**src/rtl/frequency_meter.sv**
```systemverilog
// Gated rising-edge counter: counts synchronised sig_in rising edges over GATE_CYCLES clocks
// and reports the saturating count with a one-cycle valid pulse.
module frequency_meter #(
  parameter int GATE_CYCLES = 50000000,
  parameter int CNT_W       = 32,
  parameter int CONTINUOUS  = 0
) (
  input  logic             clk_50mhz,
  input  logic             rst,
  input  logic             sig_in,
  input  logic             start,
  output logic [CNT_W-1:0] freq_out,
  output logic             valid,
  output logic             busy,
  output logic             overflow
);

  localparam int GATE_W = $clog2(GATE_CYCLES + 1);
  localparam logic [GATE_W-1:0] GATE_LAST = GATE_W'(GATE_CYCLES - 1);
  localparam logic [CNT_W-1:0]  CNT_MAX   = '1;

  typedef enum logic [1:0] {IDLE, GATE, DONE} state_t;

  state_t              state_q, state_d;
  logic                sync1_q, sync2_q, dly_q;
  logic                rise;
  logic [GATE_W-1:0]   gate_q, gate_d;
  logic [CNT_W-1:0]    edge_q, edge_d;
  logic                sat_q, sat_d;
  logic [CNT_W-1:0]    freq_q, freq_d;
  logic                ovf_q, ovf_d;
  logic                valid_q, valid_d;
  logic [CNT_W:0]      edge_inc;

  // Returns {saturated_now, next_count}; the count sticks at CNT_MAX.
  function automatic logic [CNT_W:0] sat_add(input logic [CNT_W-1:0] cnt, input logic inc);
    if (inc && (cnt == CNT_MAX)) begin
      return {1'b1, cnt};
    end
    return {1'b0, cnt + CNT_W'(inc)};
  endfunction

  assign rise     = sync2_q & ~dly_q;
  assign edge_inc = sat_add(edge_q, rise);

  always_ff @(posedge clk_50mhz) begin
    if (rst) begin
      state_q <= IDLE;
      sync1_q <= 1'b0;
      sync2_q <= 1'b0;
      dly_q   <= 1'b0;
      gate_q  <= '0;
      edge_q  <= '0;
      sat_q   <= 1'b0;
      freq_q  <= '0;
      ovf_q   <= 1'b0;
      valid_q <= 1'b0;
    end else begin
      state_q <= state_d;
      sync1_q <= sig_in;
      sync2_q <= sync1_q;
      dly_q   <= sync2_q;
      gate_q  <= gate_d;
      edge_q  <= edge_d;
      sat_q   <= sat_d;
      freq_q  <= freq_d;
      ovf_q   <= ovf_d;
      valid_q <= valid_d;
    end
  end

  always_comb begin
    state_d = state_q;
    case (state_q)
      IDLE:    if (start || (CONTINUOUS != 0)) state_d = GATE;
      GATE:    if (gate_q == GATE_LAST) state_d = DONE;
      DONE:    state_d = (CONTINUOUS != 0) ? GATE : IDLE;
      default: state_d = IDLE;
    endcase
  end

  // Result registers load on the last gate cycle so they are visible during DONE.
  always_comb begin
    gate_d  = '0;
    edge_d  = '0;
    sat_d   = 1'b0;
    freq_d  = freq_q;
    ovf_d   = ovf_q;
    valid_d = 1'b0;
    if (state_q == GATE) begin
      gate_d = gate_q + GATE_W'(1);
      edge_d = edge_inc[CNT_W-1:0];
      sat_d  = sat_q | edge_inc[CNT_W];
      if (gate_q == GATE_LAST) begin
        freq_d  = edge_inc[CNT_W-1:0];
        ovf_d   = sat_q | edge_inc[CNT_W];
        valid_d = 1'b1;
      end
    end
  end

  always_comb begin
    busy     = (state_q != IDLE);
    valid    = valid_q;
    freq_out = freq_q;
    overflow = ovf_q;
  end

endmodule

```
**config.mk**
```make
export PLATFORM = sky130hd
export DESIGN_NAME = frequency_meter
export DESIGN_NICKNAME = d
export VERILOG_FILES = /design/src/rtl/frequency_meter.sv
export SDC_FILE = /design/constraint.sdc
export NUM_CORES = 1
export LEC_CHECK = 0
export CAP_MARGIN = 30
export CORE_ASPECT_RATIO = 1.2
export CORE_MARGIN = 2
export CORE_UTILIZATION = 51
export CTS_BUF_LIST = sky130_fd_sc_hd__clkbuf_4 sky130_fd_sc_hd__clkbuf_8 sky130_fd_sc_hd__clkbuf_16
export DETAILED_ROUTE_END_ITERATION = 7
export PLACE_DENSITY = 0.75
export SYNTH_ARGS = -nofsm -noshare
export SYNTH_HDL_FRONTEND = slang
export SYNTH_SLANG_ARGS = --single-unit
```
**constraint.sdc**
```tcl
create_clock -name clk_50mhz -period 2 [get_ports clk_50mhz]
set_input_delay 0.2 -clock clk_50mhz [delete_from_list [all_inputs] [get_ports clk_50mhz]]
set_output_delay 0.2 -clock clk_50mhz [all_outputs]
set_load 0.02 [all_outputs]
```
==> run_results.csv <==
group,metric,value,unit
outcome,status,"complete, but fails checks",
outcome,violations,"setup timing",
worst_setup_path,critPathKind,"reg -> reg",
detailed_routing,wl_per_cell,15.22,um
cts,clockBufferDepth,2,
cts,ctsHoldBuffers,0,
detailed_routing,wl,9.896,mm
min_path,hold_depth,2,
worst_setup_path,max_stage_delay,0.55,ns
cells_and_area,drive_above_1_share,0.2384,
global_route,grt_first_pass_wirelength,16.02,mm
synthesis,synth_common_cells,"nor2_1 (103), dfxtp_1 (98), a211oi_1 (31), xor2_1 (31), nand3_1 (29)",
synthesis,synth.distinct_cells,41,
pwr,pwr-share-clk,0.410,
detailed_routing,drt-vias-per-instance,5.503,
synthesis,synth.most_common_cell,"nor2_1",
global_route,grt_max_degree,59,
die,start_util,0.5260,
worst_setup_path,r2r_slack,-0.03,ns
global_route,antenna_found_initial,0,
synthesis,synthesis.nets,461,
worst_setup_path,cp_slowest_cell,"or4_4",
synthesis,synth-seq-cells,98,
place,dpl_cell_area,4908,sq um
timing,fin_tns_setup,-0.1469,ns
cells_and_area,nets,561,
pwr,combinationalPowerShare,0.018,
place,hpwl,6.486,mm
timing,rsz0062_at_grt,"true",
pwr,power_frac_seq,0.571,
cts,clk-insertion-delay-late,0.37,ns
synthesis,synth-edff-count,0,
synthesis,yosysTopAreaCell,"dfxtp_1",
synthesis,yosysTopAreaCellShare,0.4867,
die,core-area,7664,sq um
synthesis,yosysSeqAreaShare,0.4867,
pwr,switchingPower,730.9,uW
cts,htreeDepth,3,
cts,clkTransAtPathRegs,0.09,ns
worst_setup_path,r2r_cells,6,
pwr,intPower,2701,uW
cells_and_area,finish.instance_area,5454,sq um
pwr,p_leak,0.001902,uW
synthesis,synth_cells,453,
worst_setup_path,worstPathCellList,"buf_4, nand4_2, or4_4, or3_4, or3_4, a21oi_2",
detailed_routing,vias,3577,
timing,setup_viol,20,
pwr,swShare,0.2130,
synthesis,synth.avg_cell_area,8.899,sq um
timing,finalWorstSetupSlack,-0.03142,ns
die,io_pins,39,
worst_setup_path,arrival,2.34,ns
timing,worst_pin_slew,0.4208,ns
synthesis,synthTopCellsByArea,"dfxtp_1 (49%), nor2_1 (9.6%), xor2_1 (6.7%), a211oi_1 (5.8%), nand3_1 (3.6%)",
worst_setup_path,worstPathMaxFanout,4,
synthesis,synthArstFlopShare,0,
die,row_count,35,
timing,fin_crit_sh,1.016,
die,die_x,85.16,um
worst_setup_path,crit_path_frequent_cell,"or3_4",
timing,max_freq,492.3,MHz
worst_setup_path,cp_num_buf_inv,1,
cts,clock-sinks,98,
detailed_routing,drcViolationCount,0,
synthesis,ys.flop_type,"dfxtp_1",
die,dieArea,8635,sq um
worst_setup_path,critPathLaunchType,"flip-flop",
timing,worst_clock_skew,0.01066,ns
global_route,grt_pass1_vias,3481,
pwr,cellPowerDensity,629.2,nW/um^2
timing,final-max-slew-violation-count,0,
pwr,vdd_ir_drop_max,0.5086,mV
global_route,grt-ovfl-total,0,
cells_and_area,syn2layout_area_growth,35.29,%
detailed_routing,drt_iter0_drc,177,
detailed_routing,postRouteAntennaNets,0,
global_route,track_usage,0.2310,
cts,cts_tree,"done",
synthesis,synth.cell_area,4031,sq um
flow_run,maxCapViolCount,0,
worst_setup_path,cp_num_cells,6,
timing,hold_violations,0,
die,die_h,101.4,um
worst_setup_path,critPathTopFamily,"simple AND/OR/NAND/NOR gates",
detailed_routing,drtPass1Iterations,5,
timing,fin_crit,2.031,ns
synthesis,synth_warnings,0,
worst_setup_path,critPathRequiredTime,2.31,ns
place,routabilityCongestion,0.9290,
place,portBuffers,38,
cts,cts-root-buf,"clkbuf_8",
cells_and_area,diodes,0,
timing,relSlewSlack,0.7195,
worst_setup_path,crit_path_end_kind,"flip-flop",
cts,cts_made_buffers,9,
cells_and_area,nFillCells,567,
min_path,hold_class,"in -> reg",
through the flow:
stage	hold WS [ns]	power (uW)	util	std cells	worst slack, ns
final	0.3833	3432	0.7117	650	-0.03142
after global routing	0.3855	3542	0.7117	650	-0.1021
after CTS	0.3804	3454	0.6862	641	-0.03605
after detailed placement	0.4490	2066	0.6405	621	-0.1148
after global placement	0.4354	2065	0.6405	621	0.01257
after floorplan	0.3282	2040	-	453	0.003565
layout by cell type (no fill, tap or decap), drive strengths merged:
master	netlist	routed
a31oi	1	1
nand3b	1	1
and2	2	2
nor4	6	6
nand3	30	30
or3	8	8
o211a	1	1
o21ai	6	6
clkdlybuf4s50	0	38
bufinv	0	2
a211oi	31	31
a311oi	1	1
a21oi	8	8
and4	5	5
nor3	10	10
or4b	1	1
clkinv	0	4
or4	2	2
buf	6	68
nand2	22	22
nand4b	3	3
clkbuf	13	12
xor2	31	31
nor2b	4	4
o2111ai	1	1
nand4	22	22
xnor2	16	16
inv	6	6
and3	6	6
dfxtp	98	98
o211ai	2	2
nor2	104	104
ha	4	4
or2	2	2
kinds of logic after synthesis:
family / share of synthesized area
AO/OA/AOI/OAI: 0.08721
flip-flops: 0.4867
buffers and inverters: 0.02483
adder cells (fa/ha/maj): 0.01242
XOR/XNOR: 0.1021
AND/OR/NAND/NOR: 0.2868
final cells by class:
type,count,area [sq um],area share
clock inverters,6,91.34,0.01675
well taps,92,115.1,0.02111
multi-input cells,330,2148,0.3939
inverters,6,22.52,0.004129
repair buffers,108,977.2,0.1792
clock buffers,10,131.4,0.02409
flip-flops and latches,98,1968,0.3609
worst paths after layout:
kind                                    to        from
worst min-delay path               sync1_q      sig_in
worst min register to register     sync2_q     sync1_q
worst max register to register  gate_q[23]  gate_q[10]
worst max-delay path            gate_q[23]  gate_q[10]
power by group through the flow:
stage	sequential (uW)	clock [uW]	combinational, uW
6_report	1960	1410	62.9
3_5_place_dp	2010	0	60.6
5_1_grt	1960	1510	69.1
2_1_floorplan	2000	0	35.8
4_1_cts	1960	1430	63.7
3_3_place_gp	2010	0	60.3
flip-flops by register name (all words and copies together) (netlist names):
register / cells
dly_q: 1
edge_q: 32
freq_out: 32
gate_q: 26
overflow: 1
sat_q: 1
state_q: 2
sync1_q: 1
sync2_q: 1
valid: 1
routing by layer:
layer / up-vias / global-route usage / part of all wire
li1: 1782 / - / -
met2: 97 / 0.4117 / 0.53
met3: 21 / 0.04971 / 0.046
met5: - / 0 / 0
met4: 0 / 0.1001 / 0.023
met1: 1677 / 0.2666 / 0.40
timing repair:
item | CTS | global route
resized for setup | 22 | 19
cloned | 0 | 2
setup endpoints to repair | 27 | 57
buffers inserted | 4 | 7
pin swaps | 7 | 16
No activity file was read; power rests on OpenSTA's default activity.
